File: src/rtl/dmem_line_reader.sv
// CPU-side load/store front end for a 128-bit line-output data memory.
// One 16-byte line buffer serves word loads; stores are written through one word at a time.
module dmem_line_reader #(
  parameter int MEM_LATENCY = 4,
  parameter int CNT_WIDTH   = 16
) (
  input  logic                 CLk,
  input  logic                 reset,
  input  logic [31:0]          cpu_addr,
  input  logic [31:0]          cpu_wdata,
  input  logic                 cpu_read,
  input  logic                 cpu_write,
  output logic [31:0]          cpu_rdata,
  output logic                 cpu_stall,
  output logic [31:0]          mem_addr,
  output logic [31:0]          mem_wdata,
  output logic                 mem_write,
  input  logic [127:0]         mem_rdata,
  output logic [CNT_WIDTH-1:0] miss_count
);

  localparam int WAIT_W = (MEM_LATENCY > 1) ? $clog2(MEM_LATENCY) : 1;
  localparam logic [WAIT_W-1:0] WAIT_INIT = WAIT_W'(MEM_LATENCY - 1);

  typedef enum logic [1:0] {
    IDLE,
    FILL,
    WRITE
  } state_t;

  state_t state, state_nxt;

  logic              valid;
  logic [27:0]       tag;
  logic [127:0]      line;
  logic [WAIT_W-1:0] wait_cnt;
  logic              hit;
  logic [1:0]        word_sel;
  logic              unused_addr_bits;

  assign unused_addr_bits = ^cpu_addr[1:0];
  assign hit       = valid && (tag == cpu_addr[31:4]);
  assign word_sel  = cpu_addr[3:2];
  assign cpu_rdata = line[{word_sel, 5'b00000} +: 32];

  always_ff @(posedge CLk) begin
    if (reset) begin
      state <= IDLE;
    end else begin
      state <= state_nxt;
    end
  end

  // Stores win over loads; a load only stalls when it misses the buffered line.
  always_comb begin
    state_nxt = state;
    cpu_stall = 1'b0;
    case (state)
      IDLE: begin
        if (cpu_write) begin
          cpu_stall = 1'b1;
          state_nxt = WRITE;
        end else if (cpu_read && !hit) begin
          cpu_stall = 1'b1;
          state_nxt = FILL;
        end
      end
      FILL: begin
        cpu_stall = 1'b1;
        if (wait_cnt == '0) begin
          state_nxt = IDLE;
        end
      end
      WRITE: begin
        state_nxt = IDLE;
      end
      default: begin
        state_nxt = IDLE;
      end
    endcase
  end

  always_ff @(posedge CLk) begin
    if (reset) begin
      valid      <= 1'b0;
      tag        <= '0;
      line       <= '0;
      mem_addr   <= '0;
      mem_wdata  <= '0;
      mem_write  <= 1'b0;
      miss_count <= '0;
      wait_cnt   <= '0;
    end else begin
      case (state)
        IDLE: begin
          if (cpu_write) begin
            mem_addr  <= {cpu_addr[31:2], 2'b00};
            mem_wdata <= cpu_wdata;
            mem_write <= 1'b1;
            if (hit) begin
              line[{word_sel, 5'b00000} +: 32] <= cpu_wdata;
            end
          end else if (cpu_read && !hit) begin
            // Tag is claimed now but stays invalid until the line actually lands.
            mem_addr <= {cpu_addr[31:4], 4'h0};
            tag      <= cpu_addr[31:4];
            wait_cnt <= WAIT_INIT;
            valid    <= 1'b0;
            if (miss_count != '1) begin
              miss_count <= miss_count + 1'b1;
            end
          end
        end
        FILL: begin
          if (wait_cnt == '0) begin
            line  <= mem_rdata;
            valid <= 1'b1;
          end else begin
            wait_cnt <= wait_cnt - 1'b1;
          end
        end
        WRITE: begin
          mem_write <= 1'b0;
        end
        default: begin
          mem_write <= 1'b0;
        end
      endcase
    end
  end

endmodule

File: config.mk
export PLATFORM = sky130hd
export DESIGN_NAME = dmem_line_reader
export DESIGN_NICKNAME = d
export VERILOG_FILES = /design/src/rtl/dmem_line_reader.sv
export SDC_FILE = /design/constraint.sdc
export NUM_CORES = 1
export LEC_CHECK = 0
export ABC_CLOCK_PERIOD_IN_PS = 7700
export BUFFER_PORTS_ARGS = -buffer_cell sky130_fd_sc_hd__clkbuf_2
export CAP_MARGIN = 20
export CELL_PAD_IN_SITES_DETAIL_PLACEMENT = 1
export CELL_PAD_IN_SITES_GLOBAL_PLACEMENT = 2
export CORE_ASPECT_RATIO = 1.4
export CORE_MARGIN = 4
export CORE_UTILIZATION = 35
export DETAILED_ROUTE_END_ITERATION = 10
export PLACE_DENSITY_LB_ADDON = 0.1
export SETUP_SLACK_MARGIN = 0.05
export SYNTH_ARGS = -nofsm -noshare
export SYNTH_HDL_FRONTEND = slang
export SYNTH_SLANG_ARGS = --single-unit
File: constraint.sdc
create_clock -name CLk -period 7.7 [get_ports CLk]
set_input_delay 2.31 -clock CLk [delete_from_list [all_inputs] [get_ports CLk]]
set_output_delay 2.31 -clock CLk [all_outputs]
set_load 0.02 [all_outputs]
==> flow_summary.yaml, run 1 <==
drt:
  viasPerCell: 5.46
  vias: 10400
  firstDrtPassIters: 5
  drcViolationCount: 0
  ant_nets: 0
  drt_iter0_drc: 517
  wl_per_cell_um: 22.5
  wirelength_um: 42800
worst_setup_path:
  critPathKind: "in2out"
  critPathArrivalTime_ps: 4170
  crit_fanout: 6
  cp-end-kind: "output port"
  startpoint_type: "input port"
  required_ps: 5390
yosys:
  netlist_area_sq_mm: 0.0120
  synth_most_common_cell: "dfxtp_1"
  yosys_warnings: 0
  postSynthAreaPerCell_sq_um: 10.1
  synth_top_cells_by_count: "dfxtp_1, a21oi_1, nand2_1"
  syn_inst: 1194
  ys_seq_elements: 240
  ys.flop_type: "dfxtp_1"
  synth_area_leader_cell: "dfxtp_1"
  synth_edf_count: 0
  yosysSeqAreaShare_pct: 39.9
  synthDistinctLibCells: 47
  synthArstFlopShare_pct: 0
  synthTopCellsByArea: "dfxtp_1, a211oi_2, a22oi_1"
  synth_top_area_share_pct: 39.9
grt:
  grt_max_degree: 105
  grt_pass1_wl_um: 64800
  grt_pass1_vias: 10900
  global_route.overflow_total: 0
  antenna_found_initial: 9
  grt_util_all_layers_pct: 22.2
sta:
  fmax_mhz: 154
  setup_viol: 0
  finClkSkew_ps: 14.3
  hold_violations: 0
  min_period_over_period_pct: 84.2
  finalCriticalPeriod_ps: 6480
  rsz0062_at_grt: "false"
  drv_slew: 0
  fin_ws_ps: 1220
  slew_headroom_pct: 26.9
  worst_slew_pin_slew_ps: 1100
  fin_tns_setup_ps: 0
floorplanning:
  io_pins: 310
  coreArea_sq_mm: 0.0340
  die_area_sq_mm: 0.0375
  dieHeight_um: 227
  row_count: 80
  die-width_um: 165
  initial_core_util_pct: 35.4
place:
  place_worst_setup_slack_ps: 1090
  dpl.hpwl_um: 29000
  io_buffers: 305
  gp_congestion: 0.752
cts:
  path_clk_slew_ps: 60
  cts_sinks: 240
  clockBufferDepth: 3
  cts_made_buffers: 27
  cts-resized-gates: 0
  cts_tree: "done"
  htreeDepth: 1
  cts_setup_buffers: 0
  clk_latency_ps: 540
  cts_root_buf: "clkbuf_16"
  cts_hold_buf: 0
job:
  maxCapViolCount: 0
final_layout:
  nNetsFinal: 1625
  multiInputGateArea_sq_mm: 0.00638
  n_fill_cell: 3969
  seq_area_sq_mm: 0.00480
  drive_gt1_share_pct: 38.0
  area_growth_pct: 19.4
pwr:
  powerDensity_mw_per_mm2: 211
  power_leakage_nw: 5.23
  max-vdd-ir-drop_v: 0.000161
min_path:
  hp-class: "reg2reg"
outcome:
  status: "complete, no violations"
==> area by class of cell <==
type / count / share of cell area, %
Multi-Input combinational cell: 818 / 44.4
Sequential cell: 240 / 33.4
Timing Repair Buffer: 327 / 11.9
Clock buffer: 42 / 5.72
Tap cell: 451 / 3.93
Clock inverter: 7 / 0.270
Inverter: 9 / 0.235
Antenna cell: 5 / 0.0870
==> registers in the layout, indices dropped and copies added, names as in the netlist <==
name and cells:
mem_wdata 32, state 2, valid 1, line 128
tag 28, mem_addr 30, wait_cnt 2, miss_count 16
mem_write 1
==> cell families (layout without fill, tap and decap cells) <==
family | Yosys count | count (layout) | synth area share, %
AO/OA/AOI/OAI | 455 | 455 | 29.6
adder cells (fa/ha/maj) | 6 | 6 | 0.623
other | 1 | 7 | 0.0311
AND/OR/NAND/NOR | 235 | 235 | 9.28
flip-flops | 240 | 240 | 39.9
buffers and inverters | 137 | 385 | 7.50
multiplexers | 91 | 91 | 10.9
XOR/XNOR | 29 | 29 | 2.11
==> metal layers <==
| layer | wire length [um] | up-vias | track usage (%) |
|---|---|---|---|
| met1 | 16700 | 5171 | 25.7 |
| met5 | 48 | - | 0 |
| met2 | 22500 | 241 | 40.9 |
| met4 | 699 | 8 | 5.05 |
| met3 | 2750 | 49 | 5.45 |
| li1 | - | 4906 | - |
==> power by group <==
group          internal, mW  switching, mW
clock network         0.730          0.547
registers              1.29         0.0271
logic                 0.155          0.288
==> worst paths after layout <==
| check | start | end | slack [ps] | depth (start not counted) |
|---|---|---|---|---|
| max | cpu_addr[15] | cpu_stall | 1220 | 8 |
| min | mem_wdata[11] | mem_wdata[11] | 450 | 2 |
| max reg2reg | state[0] | line[63] | 4240 | 6 |
| min reg2reg | mem_wdata[11] | mem_wdata[11] | 450 | 2 |
==> through the flow <==
| step | std cells | power [mW] | util, % | instance area, sq um | hold WS [ps] |
|---|---|---|---|---|---|
| after floorplan | 1195 | 1.63 | - | 12000 | 443 |
| after global placement | 1845 | 1.79 | 39.7 | 13500 | 441 |
| after detailed placement | 1845 | 1.80 | 39.7 | 13500 | 449 |
| after CTS | 1894 | 3.09 | 42.2 | 14400 | 457 |
| after global routing | 1895 | 3.18 | 42.2 | 14400 | 481 |
| final | 1899 | 3.04 | 42.2 | 14400 | 454 |
==> cell usage in the layout (no fill, tap or decap), types with 5 or more instances in the layout <==
cell type / n
clkbuf_16: 27
mux2i_1: 57
inv_1: 9
dfxtp_1: 240
xor2_1: 5
clkbuf_1: 6
nand3_1: 7
mux4_2: 32
diode_2: 5
a21oi_1: 177
clkbuf_2: 303
nand4_1: 10
or3_1: 8
a211oi_2: 120
clkinv_2: 6
buf_4: 22
o21ai_0: 8
ha_1: 6
a22oi_1: 128
nand2_1: 133
clkbuf_8: 9
a211oi_1: 10
xnor2_1: 24
nor2_1: 38
and2_2: 5
==> worst max-delay path, cell delays in order <==
cell	delay, ps
clkbuf_2	100
xnor2_1	350
nand4_1	250
nor4_4	530
a21oi_2	210
nor3_1	180
nor2_1	60
clkbuf_2	170
Note: power is estimated with default switching activity, not from simulation.
==> run 2: changes to the inputs <==
--- a/config.mk
+++ b/config.mk
@@ -5,14 +5,14 @@
 export SDC_FILE = /design/constraint.sdc
 export NUM_CORES = 1
 export LEC_CHECK = 0
-export ABC_CLOCK_PERIOD_IN_PS = 7700
+export ABC_CLOCK_PERIOD_IN_PS = 6600
 export BUFFER_PORTS_ARGS = -buffer_cell sky130_fd_sc_hd__clkbuf_2
 export CAP_MARGIN = 20
 export CELL_PAD_IN_SITES_DETAIL_PLACEMENT = 1
 export CELL_PAD_IN_SITES_GLOBAL_PLACEMENT = 2
 export CORE_ASPECT_RATIO = 1.4
 export CORE_MARGIN = 4
-export CORE_UTILIZATION = 35
+export CORE_UTILIZATION = 33
 export DETAILED_ROUTE_END_ITERATION = 10
 export PLACE_DENSITY_LB_ADDON = 0.1
 export SETUP_SLACK_MARGIN = 0.05
==> constraint.sdc (replaced) <==
create_clock -name CLk -period 6.6 [get_ports CLk]
set_input_delay 1.98 -clock CLk [delete_from_list [all_inputs] [get_ports CLk]]
set_output_delay 1.98 -clock CLk [all_outputs]
set_load 0.02 [all_outputs]
==> run 2 against run 1 <==
Net effect:
- sequential cell count unchanged
- final cell count increased by 0.58%
- critical path type unchanged
- power increased by 20%
- largest power group is now the clock network
==> flow_summary.yaml, run 2 (same netlist as run 1, synthesis figures left out) <==
grt:
  grt_max_degree: 119
  antenna_found_initial: 7
  grt_pass1_wl_um: 66000
  grt_util_all_layers_pct: 21.1
  grt_pass1_vias: 11100
  global_route.overflow_total: 0
sta:
  finalCriticalPeriod_ps: 5760
  setup_viol: 0
  worst_slew_pin_slew_ps: 1040
  fmax_mhz: 174
  min_period_over_period_pct: 87.3
  slew_headroom_pct: 30.6
  fin_ws_ps: 837
  finClkSkew_ps: 10.9
  fin_tns_setup_ps: 0
  drv_slew: 0
  holdWs_ps: 457
  hold_violations: 0
  rsz0062_at_grt: "false"
drt:
  vias: 10400
  wirelength_um: 43500
  firstDrtPassIters: 7
  ant_nets: 0
  drt_iter0_drc: 497
  drcViolationCount: 0
  viasPerCell: 5.43
  wl_per_cell_um: 22.8
final_layout:
  final_cell_mix: "clkbuf_2, dfxtp_1, a21oi_1, nand2_1, a22oi_1"
  top_regs: "line x128, mem_wdata x32, mem_addr x30"
  fin_area_sq_mm: 0.0145
  area_growth_pct: 20.7
  final_common_cell: "clkbuf_2"
  largest_reg_flops: 128
  nNetsFinal: 1630
  final_util_pct: 40.5
  top_register: "line"
  drive_gt1_share_pct: 38.3
  n_fill_cell: 4166
  fin_cells: 1910
outcome:
  status: "complete, no violations"
job:
  maxCapViolCount: 0
min_path:
  hold_end: "mem_wdata[25]"
  worstHoldPathCells: 2
  hp-class: "reg2reg"
  hold_start: "mem_wdata[25]"
floorplanning:
  row_count: 82
  io_pins: 310
  initial_core_util_pct: 33.5
  dieHeight_um: 234
  die_area_sq_mm: 0.0396
  coreArea_sq_mm: 0.0359
  die-width_um: 169
cts:
  cts_made_buffers: 27
  cts_tree: "done"
  clockBufferDepth: 3
  cts_setup_buffers: 0
  cts_root_buf: "clkbuf_16"
  cts-resized-gates: 0
  htreeDepth: 1
  cts_hold_buf: 0
  path_clk_slew_ps: 60
  clk_latency_ps: 540
  cts_sinks: 240
pwr:
  power.switching_mw: 0.996
  sequentialPowerShare_pct: 42.1
  finalPower_mw: 3.66
  swShare_pct: 27.2
  comb_power_share_pct: 14.2
  powerDensity_mw_per_mm2: 252
  intPower_mw: 2.66
  power_leakage_nw: 5.29
  clkPwrFrac_pct: 43.7
  max-vdd-ir-drop_v: 0.000189
worst_setup_path:
  startpoint_type: "input port"
  critPathArrivalTime_ps: 3780
  reg2reg_depth: 6
  required_ps: 4620
  rr_endpoint: "line[72]"
  cp-end-kind: "output port"
  timing.rr.start: "state[0]"
  crit_fanout: 6
  r2r_setup_slack_ps: 3240
  critPathKind: "in2out"
place:
  gp_congestion: 0.742
  placedCellCount: 1861
  dpl.hpwl_um: 29800
  place_worst_setup_slack_ps: 740
  io_buffers: 305
  place_area_sq_mm: 0.0136
[run 2: final cells by class]
type                       instances  area (sq um)  share of cell area, %
antenna                            3          7.51                 0.0517
clock buffer                      39           821                   5.65
clock inverter                     7           113                  0.775
inverter                           9          33.8                  0.232
multi-input combinational        818          6380                   43.9
sequential                       240          4800                   33.1
tap                              462           578                   3.98
timing repair buffer             332          1790                   12.3
[run 2: worst max-delay path by stage]
stage	startpoint	slack [ps]	depth (start not counted)	to
2_1_floorplan	cpu_addr[2]	1500	3	cpu_rdata[10]
3_3_place_gp	cpu_addr[10]	770	8	cpu_stall
3_5_place_dp	cpu_addr[10]	740	8	cpu_stall
4_1_cts	cpu_addr[10]	740	8	cpu_stall
5_1_grt	cpu_addr[11]	660	8	cpu_stall
6_report	cpu_addr[10]	840	8	cpu_stall
[run 2: power by group through the flow]
stage	clock, mW	sequential (mW)	combinational, mW
final	1.60	1.54	0.520
after global routing	1.70	1.54	0.570
after CTS	1.65	1.54	0.533
after detailed placement	0	1.57	0.532
after global placement	0	1.57	0.526
after floorplan	0	1.60	0.306
[run 2: metal layers]
| layer | GRT usage (%) | share of wire [%] | vias up |
|---|---|---|---|
| met5 | 0 | 0.13 | - |
| met4 | 4.96 | 1.8 | 8 |
| met3 | 5.11 | 6.4 | 52 |
| met2 | 38.8 | 52 | 248 |
| met1 | 24.8 | 40 | 5151 |
| li1 | - | - | 4914 |
[run 2: critical path: stages]
cell	delay, ps
clkbuf_2	110
xor2_1	160
nor4_2	450
nor4b_4	460
a21oi_2	210
nor3_1	180
nor2_1	60
clkbuf_2	170
==> run 3: changes to the inputs <==
--- a/config.mk
+++ b/config.mk
@@ -13,6 +13,7 @@
 export CORE_ASPECT_RATIO = 1.4
 export CORE_MARGIN = 4
 export CORE_UTILIZATION = 33
+export CTS_BUF_LIST = sky130_fd_sc_hd__clkbuf_16
 export DETAILED_ROUTE_END_ITERATION = 10
 export PLACE_DENSITY_LB_ADDON = 0.1
 export SETUP_SLACK_MARGIN = 0.05
==> run 3 against run 2 <==
Net effect:
- clock power fell by 8%
- core utilization fell by 0.28 points
- highest routed layer unchanged
- sequential power barely moved
==> flow_summary.yaml, run 3 (same netlist as run 1, synthesis figures left out) <==
outcome:
  status: "complete, no violations"
worst_setup_path:
  critPathArrivalTime_ps: 3780
  critPathKind: "in2out"
  cp-end-kind: "output port"
  r2r_setup_slack_ps: 3240
  crit_fanout: 6
  required_ps: 4620
  reg2reg_depth: 6
  startpoint_type: "input port"
drt:
  drt_iter0_drc: 480
  drcViolationCount: 0
  firstDrtPassIters: 5
  viasPerCell: 5.45
  wl_per_cell_um: 22.8
  ant_nets: 0
  wirelength_um: 43500
  vias: 10400
pwr:
  comb_power_share_pct: 14.7
  sequentialPowerShare_pct: 43.5
  power_leakage_nw: 5.24
  powerDensity_mw_per_mm2: 245
  intPower_mw: 2.54
  max-vdd-ir-drop_v: 0.000189
  power.switching_mw: 0.997
  swShare_pct: 28.2
  clkPwrFrac_pct: 41.8
floorplanning:
  io_pins: 310
  die_area_sq_mm: 0.0396
  row_count: 82
  coreArea_sq_mm: 0.0359
  initial_core_util_pct: 33.5
  dieHeight_um: 234
  die-width_um: 169
sta:
  hold_violations: 0
  finClkSkew_ps: 12.8
  setup_viol: 0
  finalCriticalPeriod_ps: 5760
  drv_slew: 0
  fin_tns_setup_ps: 0
  fin_ws_ps: 836
  slew_headroom_pct: 30.6
  worst_slew_pin_slew_ps: 1040
  rsz0062_at_grt: "false"
  min_period_over_period_pct: 87.3
  fmax_mhz: 173
grt:
  grt_max_degree: 119
  top_usage_layer: "met2"
  met2_usage_pct: 38.8
  grt_util_all_layers_pct: 21.2
  global_route.overflow_total: 0
  grt_util_met3_pct: 5.11
  grt_pass1_vias: 11100
  antenna_found_initial: 7
  grt_use_met1_pct: 24.8
  grt_pass1_wl_um: 66000
cts:
  cts_setup_buffers: 0
  cts_hold_buf: 0
  cts_made_buffers: 27
  cts-resized-gates: 0
  cts_tree: "done"
  cts_sinks: 240
  clockBufferDepth: 3
  htreeDepth: 1
  cts_root_buf: "clkbuf_16"
  clk_latency_ps: 540
  path_clk_slew_ps: 60
place:
  dpl.hpwl_um: 29800
  placedCellCount: 1861
  place_worst_setup_slack_ps: 740
  io_buffers: 305
  gp_congestion: 0.742
min_path:
  worstHoldPathCells: 2
  hp-class: "reg2reg"
final_layout:
  final_util_pct: 40.2
  top_register: "line"
  drive_gt1_share_pct: 37.6
  fin_cells: 1910
  nNetsFinal: 1630
  area_growth_pct: 19.9
  largest_reg_flops: 128
  final_common_cell: "clkbuf_2"
  top_regs: "line x128, mem_wdata x32, mem_addr x30"
  final_cell_mix: "clkbuf_2, dfxtp_1, a21oi_1, nand2_1, a22oi_1"
job:
  maxCapViolCount: 0
## run 3: final cells by class
cell class	count	area, sq um
antenna	3	7.51
inverter	9	33.8
tap	462	578
multi-input combinational	818	6380
timing repair buffer	332	1790
clock buffer	27	676
sequential	240	4800
fill	4181	21500
clock inverter	19	158
## run 3: power by group through the flow
| stage | sequential (mW) | clock, mW | combinational [mW] |
|---|---|---|---|
| floorplan | 1.60 | 0 | 0.306 |
| global placement | 1.57 | 0 | 0.526 |
| detailed placement | 1.57 | 0 | 0.532 |
| CTS | 1.54 | 1.52 | 0.533 |
| global route | 1.54 | 1.57 | 0.571 |
| finish | 1.54 | 1.48 | 0.521 |
## run 3: per-stage QoR
stage | cell area [sq um] | hold WS (ps) | power, mW
floorplan | 12000 | 443 | 1.91
global placement | 13600 | 442 | 2.09
detailed placement | 13600 | 451 | 2.10
CTS | 14400 | 460 | 3.59
global route | 14400 | 476 | 3.69
finish | 14400 | 457 | 3.54
## run 3: routing by layer
layer,vias up,routed length (um)
met4,8,798
li1,4910,-
met3,55,2770
met5,-,56
met2,254,22600
met1,5174,17300
## run 3: path summary, 6_finish.rpt
| path | from | endpoint |
|---|---|---|
| max | cpu_addr[10] | cpu_stall |
| min reg2reg | mem_wdata[25] | mem_wdata[25] |
| min | mem_wdata[25] | mem_wdata[25] |
| max reg2reg | state[0] | line[72] |
## run 3: worst max-delay path, stage by stage
cell	delay [ps]
clkbuf_2	110
xor2_1	160
nor4_2	450
nor4b_4	460
a21oi_2	210
nor3_1	190
nor2_1	60
clkbuf_2	170
